<file path="config.mk">
export PLATFORM = sky130hd
export DESIGN_NAME = simon32_64_sched
export DESIGN_NICKNAME = d
export VERILOG_FILES = /design/src/rtl/simon32_64_pkg.sv /design/src/rtl/simon32_64_round.sv /design/src/rtl/simon32_64_sched.sv
export SDC_FILE = /design/constraint.sdc
export NUM_CORES = 1
export LEC_CHECK = 0
export BUFFER_PORTS_ARGS = -buffer_cell sky130_fd_sc_hd__buf_2
export CAP_MARGIN = 20
export CORE_MARGIN = 4
export CORE_UTILIZATION = 50
export DETAILED_ROUTE_END_ITERATION = 7
export PLACE_DENSITY_LB_ADDON = 0.05
export REMOVE_ABC_BUFFERS = 1
export SLEW_MARGIN = 20
export SYNTH_ARGS = -nofsm -noshare
export SYNTH_HDL_FRONTEND = slang
export SYNTH_SLANG_ARGS = --single-unit
</file>
<file path="constraint.sdc">
create_clock -name clk -period 5.14 [get_ports clk]
set_input_delay 1.542 -clock clk [delete_from_list [all_inputs] [get_ports clk]]
set_output_delay 1.542 -clock clk [all_outputs]
set_load 0.005 [all_outputs]
</file>
<file path="src/rtl/simon32_64_pkg.sv">
// Shared constants, state encoding and rotate helpers for the shared Simon32/64 engine.
package simon32_64_pkg;

  localparam int unsigned WORD_W = 16;
  localparam int unsigned ROUNDS = 32;

  // MSB holds z0[0], so the sequence reads left to right as published.
  localparam logic [61:0] Z0 =
    62'b1111101000100101011000011100110_1111101000100101011000011100110;

  localparam logic [WORD_W-1:0] C_CONST = 16'hFFFC;

  typedef enum logic [1:0] {IDLE, RUN, DONE} state_e;

  function automatic logic [WORD_W-1:0] rol16(input logic [WORD_W-1:0] v, input int unsigned n);
    return (v << n) | (v >> (WORD_W - n));
  endfunction

  function automatic logic [WORD_W-1:0] ror16(input logic [WORD_W-1:0] v, input int unsigned n);
    return (v >> n) | (v << (WORD_W - n));
  endfunction

  function automatic logic z0_bit(input logic [4:0] i);
    return Z0[6'd61 - {1'b0, i}];
  endfunction

endpackage

</file>
<file path="src/rtl/simon32_64_round.sv">
// One combinational Simon32/64 round plus one step of the 4-word key window.
module simon32_64_round
  import simon32_64_pkg::*;
(
  input  logic [15:0] x,
  input  logic [15:0] y,
  input  logic [63:0] kwin,
  input  logic [4:0]  idx,
  output logic [15:0] x_next,
  output logic [15:0] y_next,
  output logic [63:0] kwin_next
);

  logic [15:0] t;
  logic [15:0] k_new;

  // kwin = {k_{i+3}, k_{i+2}, k_{i+1}, k_i}; round i consumes k_i and produces k_{i+4}.
  always_comb begin
    t         = ror16(kwin[63:48], 3) ^ kwin[31:16];
    k_new     = kwin[15:0] ^ C_CONST ^ t ^ ror16(t, 1) ^ {15'd0, z0_bit(idx)};
    x_next    = y ^ (rol16(x, 1) & rol16(x, 8)) ^ rol16(x, 2) ^ kwin[15:0];
    y_next    = x;
    kwin_next = {k_new, kwin[63:16]};
  end

endmodule

</file>
<file path="src/rtl/simon32_64_sched.sv">
// Round-robin scheduler sharing one iterative Simon32/64 engine between NUM_REQ requesters.
// Optional SIMON_SCHED_PERF_EN adds perf_done / perf_stall counters.
module simon32_64_sched
  import simon32_64_pkg::*;
#(
  parameter int unsigned NUM_REQ        = 2,
  parameter int unsigned TAG_W          = 4,
  parameter int unsigned ROUNDS_PER_CYC = 1,
  localparam int unsigned SRC_W         = (NUM_REQ > 1) ? $clog2(NUM_REQ) : 1
) (
  input  logic                     clk,
  input  logic                     reset,
  input  logic [NUM_REQ-1:0]       req_valid,
  output logic [NUM_REQ-1:0]       req_ready,
  input  logic [32*NUM_REQ-1:0]    req_pt,
  input  logic [64*NUM_REQ-1:0]    req_key,
  input  logic [TAG_W*NUM_REQ-1:0] req_tag,
  output logic                     ct_valid,
  input  logic                     ct_ready,
  output logic [31:0]              ct_data,
  output logic [TAG_W-1:0]         ct_tag,
  output logic [SRC_W-1:0]         ct_src
`ifdef SIMON_SCHED_PERF_EN
  ,
  output logic [31:0]              perf_done,
  output logic [31:0]              perf_stall
`endif
);

  localparam logic [4:0] LAST_RND = 5'(ROUNDS - ROUNDS_PER_CYC);

  state_e           state_q;
  logic [15:0]      x_q, y_q;
  logic [63:0]      k_q;
  logic [4:0]       rnd_q;
  logic [SRC_W-1:0] rr_q;

  logic             found, any_hi, accept;
  logic [SRC_W-1:0] g_hi, g_lo, grant, rr_next;
  logic [31:0]      pt_sel;
  logic [63:0]      key_sel;
  logic [TAG_W-1:0] tag_sel;

  // Grant the lowest valid index at or above rr_q, otherwise wrap to the lowest valid index.
  always_comb begin
    found  = 1'b0;
    any_hi = 1'b0;
    g_hi   = '0;
    g_lo   = '0;
    for (int i = NUM_REQ - 1; i >= 0; i--) begin
      if (req_valid[i]) begin
        found = 1'b1;
        g_lo  = SRC_W'(i);
        if (SRC_W'(i) >= rr_q) begin
          any_hi = 1'b1;
          g_hi   = SRC_W'(i);
        end
      end
    end
    grant     = any_hi ? g_hi : g_lo;
    pt_sel    = '0;
    key_sel   = '0;
    tag_sel   = '0;
    req_ready = '0;
    for (int i = 0; i < NUM_REQ; i++) begin
      if (grant == SRC_W'(i)) begin
        pt_sel       = req_pt[32*i +: 32];
        key_sel      = req_key[64*i +: 64];
        tag_sel      = req_tag[TAG_W*i +: TAG_W];
        req_ready[i] = reset && (state_q == IDLE) && found;
      end
    end
    rr_next = (grant == SRC_W'(NUM_REQ - 1)) ? '0 : grant + 1'b1;
    accept  = |(req_valid & req_ready);
  end

  logic [15:0] x_c [ROUNDS_PER_CYC+1];
  logic [15:0] y_c [ROUNDS_PER_CYC+1];
  logic [63:0] k_c [ROUNDS_PER_CYC+1];

  assign x_c[0] = x_q;
  assign y_c[0] = y_q;
  assign k_c[0] = k_q;

  for (genvar j = 0; j < ROUNDS_PER_CYC; j++) begin : g_chain
    simon32_64_round u_round (
      .x         (x_c[j]),
      .y         (y_c[j]),
      .kwin      (k_c[j]),
      .idx       (rnd_q + 5'(j)),
      .x_next    (x_c[j+1]),
      .y_next    (y_c[j+1]),
      .kwin_next (k_c[j+1])
    );
  end

  // ct_tag/ct_src are captured at accept; they only matter while ct_valid is high.
  always_ff @(posedge clk or negedge reset) begin
    if (!reset) begin
      state_q  <= IDLE;
      rr_q     <= '0;
      rnd_q    <= '0;
      x_q      <= '0;
      y_q      <= '0;
      k_q      <= '0;
      ct_valid <= 1'b0;
      ct_data  <= '0;
      ct_tag   <= '0;
      ct_src   <= '0;
    end else begin
      unique case (state_q)
        IDLE: begin
          if (accept) begin
            x_q     <= pt_sel[31:16];
            y_q     <= pt_sel[15:0];
            k_q     <= key_sel;
            ct_tag  <= tag_sel;
            ct_src  <= grant;
            rr_q    <= rr_next;
            rnd_q   <= '0;
            state_q <= RUN;
          end
        end
        RUN: begin
          x_q   <= x_c[ROUNDS_PER_CYC];
          y_q   <= y_c[ROUNDS_PER_CYC];
          k_q   <= k_c[ROUNDS_PER_CYC];
          rnd_q <= rnd_q + 5'(ROUNDS_PER_CYC);
          if (rnd_q == LAST_RND) begin
            ct_data  <= {x_c[ROUNDS_PER_CYC], y_c[ROUNDS_PER_CYC]};
            ct_valid <= 1'b1;
            state_q  <= DONE;
          end
        end
        DONE: begin
          if (ct_ready) begin
            ct_valid <= 1'b0;
            state_q  <= IDLE;
          end
        end
        default: state_q <= IDLE;
      endcase
    end
  end

`ifdef SIMON_SCHED_PERF_EN
  always_ff @(posedge clk or negedge reset) begin
    if (!reset) begin
      perf_done  <= '0;
      perf_stall <= '0;
    end else if (state_q == DONE) begin
      if (ct_ready) perf_done  <= perf_done + 32'd1;
      else          perf_stall <= perf_stall + 32'd1;
    end
  end
`endif

endmodule

</file>
==> flow_metrics.tcl <==
set metrics [dict create \
    cp-start-kind "primary input" \
    io_pins 245 \
    portBuffers 244 \
    die_h_um 132 \
    grt_pass1_wl_mm 33.2 \
    antenna_cells 0 \
    drive_above_1_share_pct 31.8 \
    hold_start "ct_data[17]" \
    rsz0062_at_grt "no" \
    fin_crit_ns 4.29 \
    post_cts_buffers 0 \
    synth-edff-count 0 \
    top_layer "met4" \
    synthCells 741 \
    synth_top_area_share_pct 46.4 \
    routed-wl-met3_mm 1.34 \
    start_util_pct 51.9 \
    post-route-period-util_pct 83.5 \
    clock-sinks 142 \
    grt_overflow 0 \
    dp_slack_ns 0.836 \
    setup_violations 0 \
    fin_skew_ns 0.00637 \
    cts_buffer_depth 2 \
    postCtsHoldBufs 0 \
    fin_ws_ns 0.846 \
    path_class "primary input to output pin" \
    fmax_mhz 233 \
    hold_class "flip-flop to flip-flop" \
    r2r_cells 6 \
    ys.flop_type "dfrtp_1" \
    cts_resized 0 \
    num_vias 6501 \
    worst_r2r_endpoint "k_q[57]" \
    drt_wl_total_mm 20.7 \
    worst_hold_path.num_cells 2 \
    leakage_nw 4.79 \
    end_kind "output pin" \
    core_um2 14800 \
    worstReg2RegStart "state_q[1]" \
    wire_per_inst_um 17.8 \
    grt_antenna_before_repair 0 \
    ir_worst_vdd_mv 0.293 \
    r2r_setup_slack_ns 2.49 \
    holdWs_ns 0.478 \
    wl_met1_mm 8.95 \
    maxCapViolCount 0 \
    via_per_inst 5.60 \
    worstPathArrival_ns 2.75 \
    clock_latency_ns 0.42 \
    worstMarginPinSlew_ns 0.911 \
    yosys-top-cells-area "dfrtp_1 (46%), mux2i_1 (12%), xnor2_1 (8.1%), a22oi_1 (6.3%), o21ai_0 (5.9%)" \
    clk_pin_slew_ns 0.05 \
    fin_nets 1176 \
    drt_pre_antenna_iters 6 \
    path_cells "buf_6 -> nor3b_1 -> o21ai_4 -> nor2_1 -> buf_2" \
    grt_max_degree 98 \
    drv_slew 0 \
    grt_pass1_vias 6469 \
    ant_nets 0 \
    avgSynthCellArea_um2 10.3 \
    cts_tree "yes" \
    hold_viol 0 \
    cellPowerDensity_nw_per_um2 709 \
    area_delta_synth_final_pct 26.7 \
    slew_headroom_pct 39.3 \
    dieArea_um2 17400 \
    async_flop_share_pct 100 \
    synth_cell_types 35 \
    worst_hold_path.endpoint "ct_data[17]" \
    status "completed" \
    first_iter_violations 519 \
    drc 0 \
    placementRows 44 \
    htreeDepth 4 \
    netlist_area_um2 7660 \
    hpwlAfterDp_mm 14.9 \
    crit_required_ns 3.60 \
    cts-buffers-inserted 17 \
    die_w_um 132 \
    final.fill_count 1197 \
    grt.total_usage_pct 23.7 \
    wl_met2_mm 10.1 \
    yosysWarnings 0 \
    cts-root-buf "clkbuf_16" \
    cp_slowest_cell "nor3b_1" \
    slowest_delay_ns 0.54 \
    ys_ff_latch 142 \
    worst-path-max-fanout 5 \
    synth-seq-area-share_pct 46.4 \
    gp_congestion 0.813 \
    synth_area_leader_cell "dfrtp_1" \
]
power breakdown:
| part | switching (mW) | internal (mW) | leakage, nW | total, mW |
|---|---|---|---|---|
| Combinational | 1.53 | 1.68 | 2.73 | 3.21 |
| Sequential | 0.581 | 1.69 | 1.73 | 2.27 |
| Clock | 0.467 | 0.934 | 0.327 | 1.40 |
kinds of logic after synthesis:
logic type / after synthesis / synth area share [%]
AOI/OAI and AO/OA: 214 / 17.7
DFF: 142 / 46.4
and+or+nand+nor: 112 / 5.82
muxes: 107 / 14.4
xor gates and xnor gates: 99 / 11.3
buffers and inverters: 60 / 3.14
adders and majority gates: 7 / 1.14
metrics by stage:
step	instances	power [mW]	instance area (um2)	utilization, %	setup TNS (ns)
floorplan	690	4.71	7450	-	-284.74
global placement	1129	5.36	9030	61.2	0
detailed placement	1129	5.49	9030	61.2	0
CTS	1161	6.93	9700	65.7	0
global route	1161	7.39	9700	65.8	0
finish	1161	6.88	9700	65.8	0
critical path, delay by kind of cell:
family,cells,cell delay (ns)
AND/OR/NAND/NOR,2,0.83
AO/OA/AOI/OAI,1,0.12
buffers and inverters,2,0.26
area by class of cell:
type / instances / area, um2 / area share (%)
repair buffers: 255 / 1310 / 13.5
clock buffers: 21 / 460 / 4.74
clock inverters: 11 / 211 / 2.18
well taps: 184 / 230 / 2.37
inverters: 9 / 33.8 / 0.348
flip-flops and latches: 142 / 3550 / 36.6
multi-input cells: 539 / 3900 / 40.2
state kept, by name, summed over array words and instances, names as in the netlist:
name,flops
rr_q,1
k_q,64
ct_valid,1
state_q,2
ct_tag,4
ct_src,1
x_q,16
y_q,16
ct_data,32
rnd_q,5
layout by cell type, fill, tap and decap left out, types with 15 or more instances in the layout:
| cell type | Yosys | routed |
|---|---|---|
| nand2_1 | 71 | 71 |
| dfrtp_1 | 142 | 142 |
| a22oi_1 | 64 | 64 |
| buf_2 | 6 | 243 |
| mux2i_1 | 88 | 88 |
| mux2_2 | 18 | 18 |
| xnor2_1 | 71 | 71 |
| o22ai_1 | 15 | 15 |
| xor2_1 | 28 | 28 |
| o21ai_0 | 90 | 90 |
| clkbuf_16 | 0 | 17 |
| nor2_1 | 32 | 31 |
| o221ai_1 | 16 | 16 |
routing by layer:
metal | vias up | global-route usage (%)
met1 | 3120 | 31.5
li1 | 3126 | -
met5 | - | 0
met4 | 0 | 6.42
met2 | 234 | 39.7
met3 | 21 | 4.96
Yosys cell counts, types with 9 or more instances:
cell type / number
dfrtp_1: 142
o21ai_0: 90
mux2i_1: 88
nand2_1: 71
xnor2_1: 71
a22oi_1: 64
clkbuf_1: 37
nor2_1: 32
xor2_1: 28
mux2_2: 18
o221ai_1: 16
o22ai_1: 15
a21oi_1: 12
inv_1: 9
worst max path at each step:
stage | from | endpoint | slack (ns) | cells past startpoint
6_report | reset | req_ready[0] | 0.85 | 5
3_3_place_gp | reset | req_ready[0] | 0.88 | 5
3_5_place_dp | reset | req_ready[0] | 0.84 | 5
2_1_floorplan | req_valid[0] | k_q[48] | -2.98 | 4
5_1_grt | reset | req_ready[0] | 0.74 | 5
4_1_cts | reset | req_ready[0] | 0.84 | 5
Power figures use the tool's default switching activity.
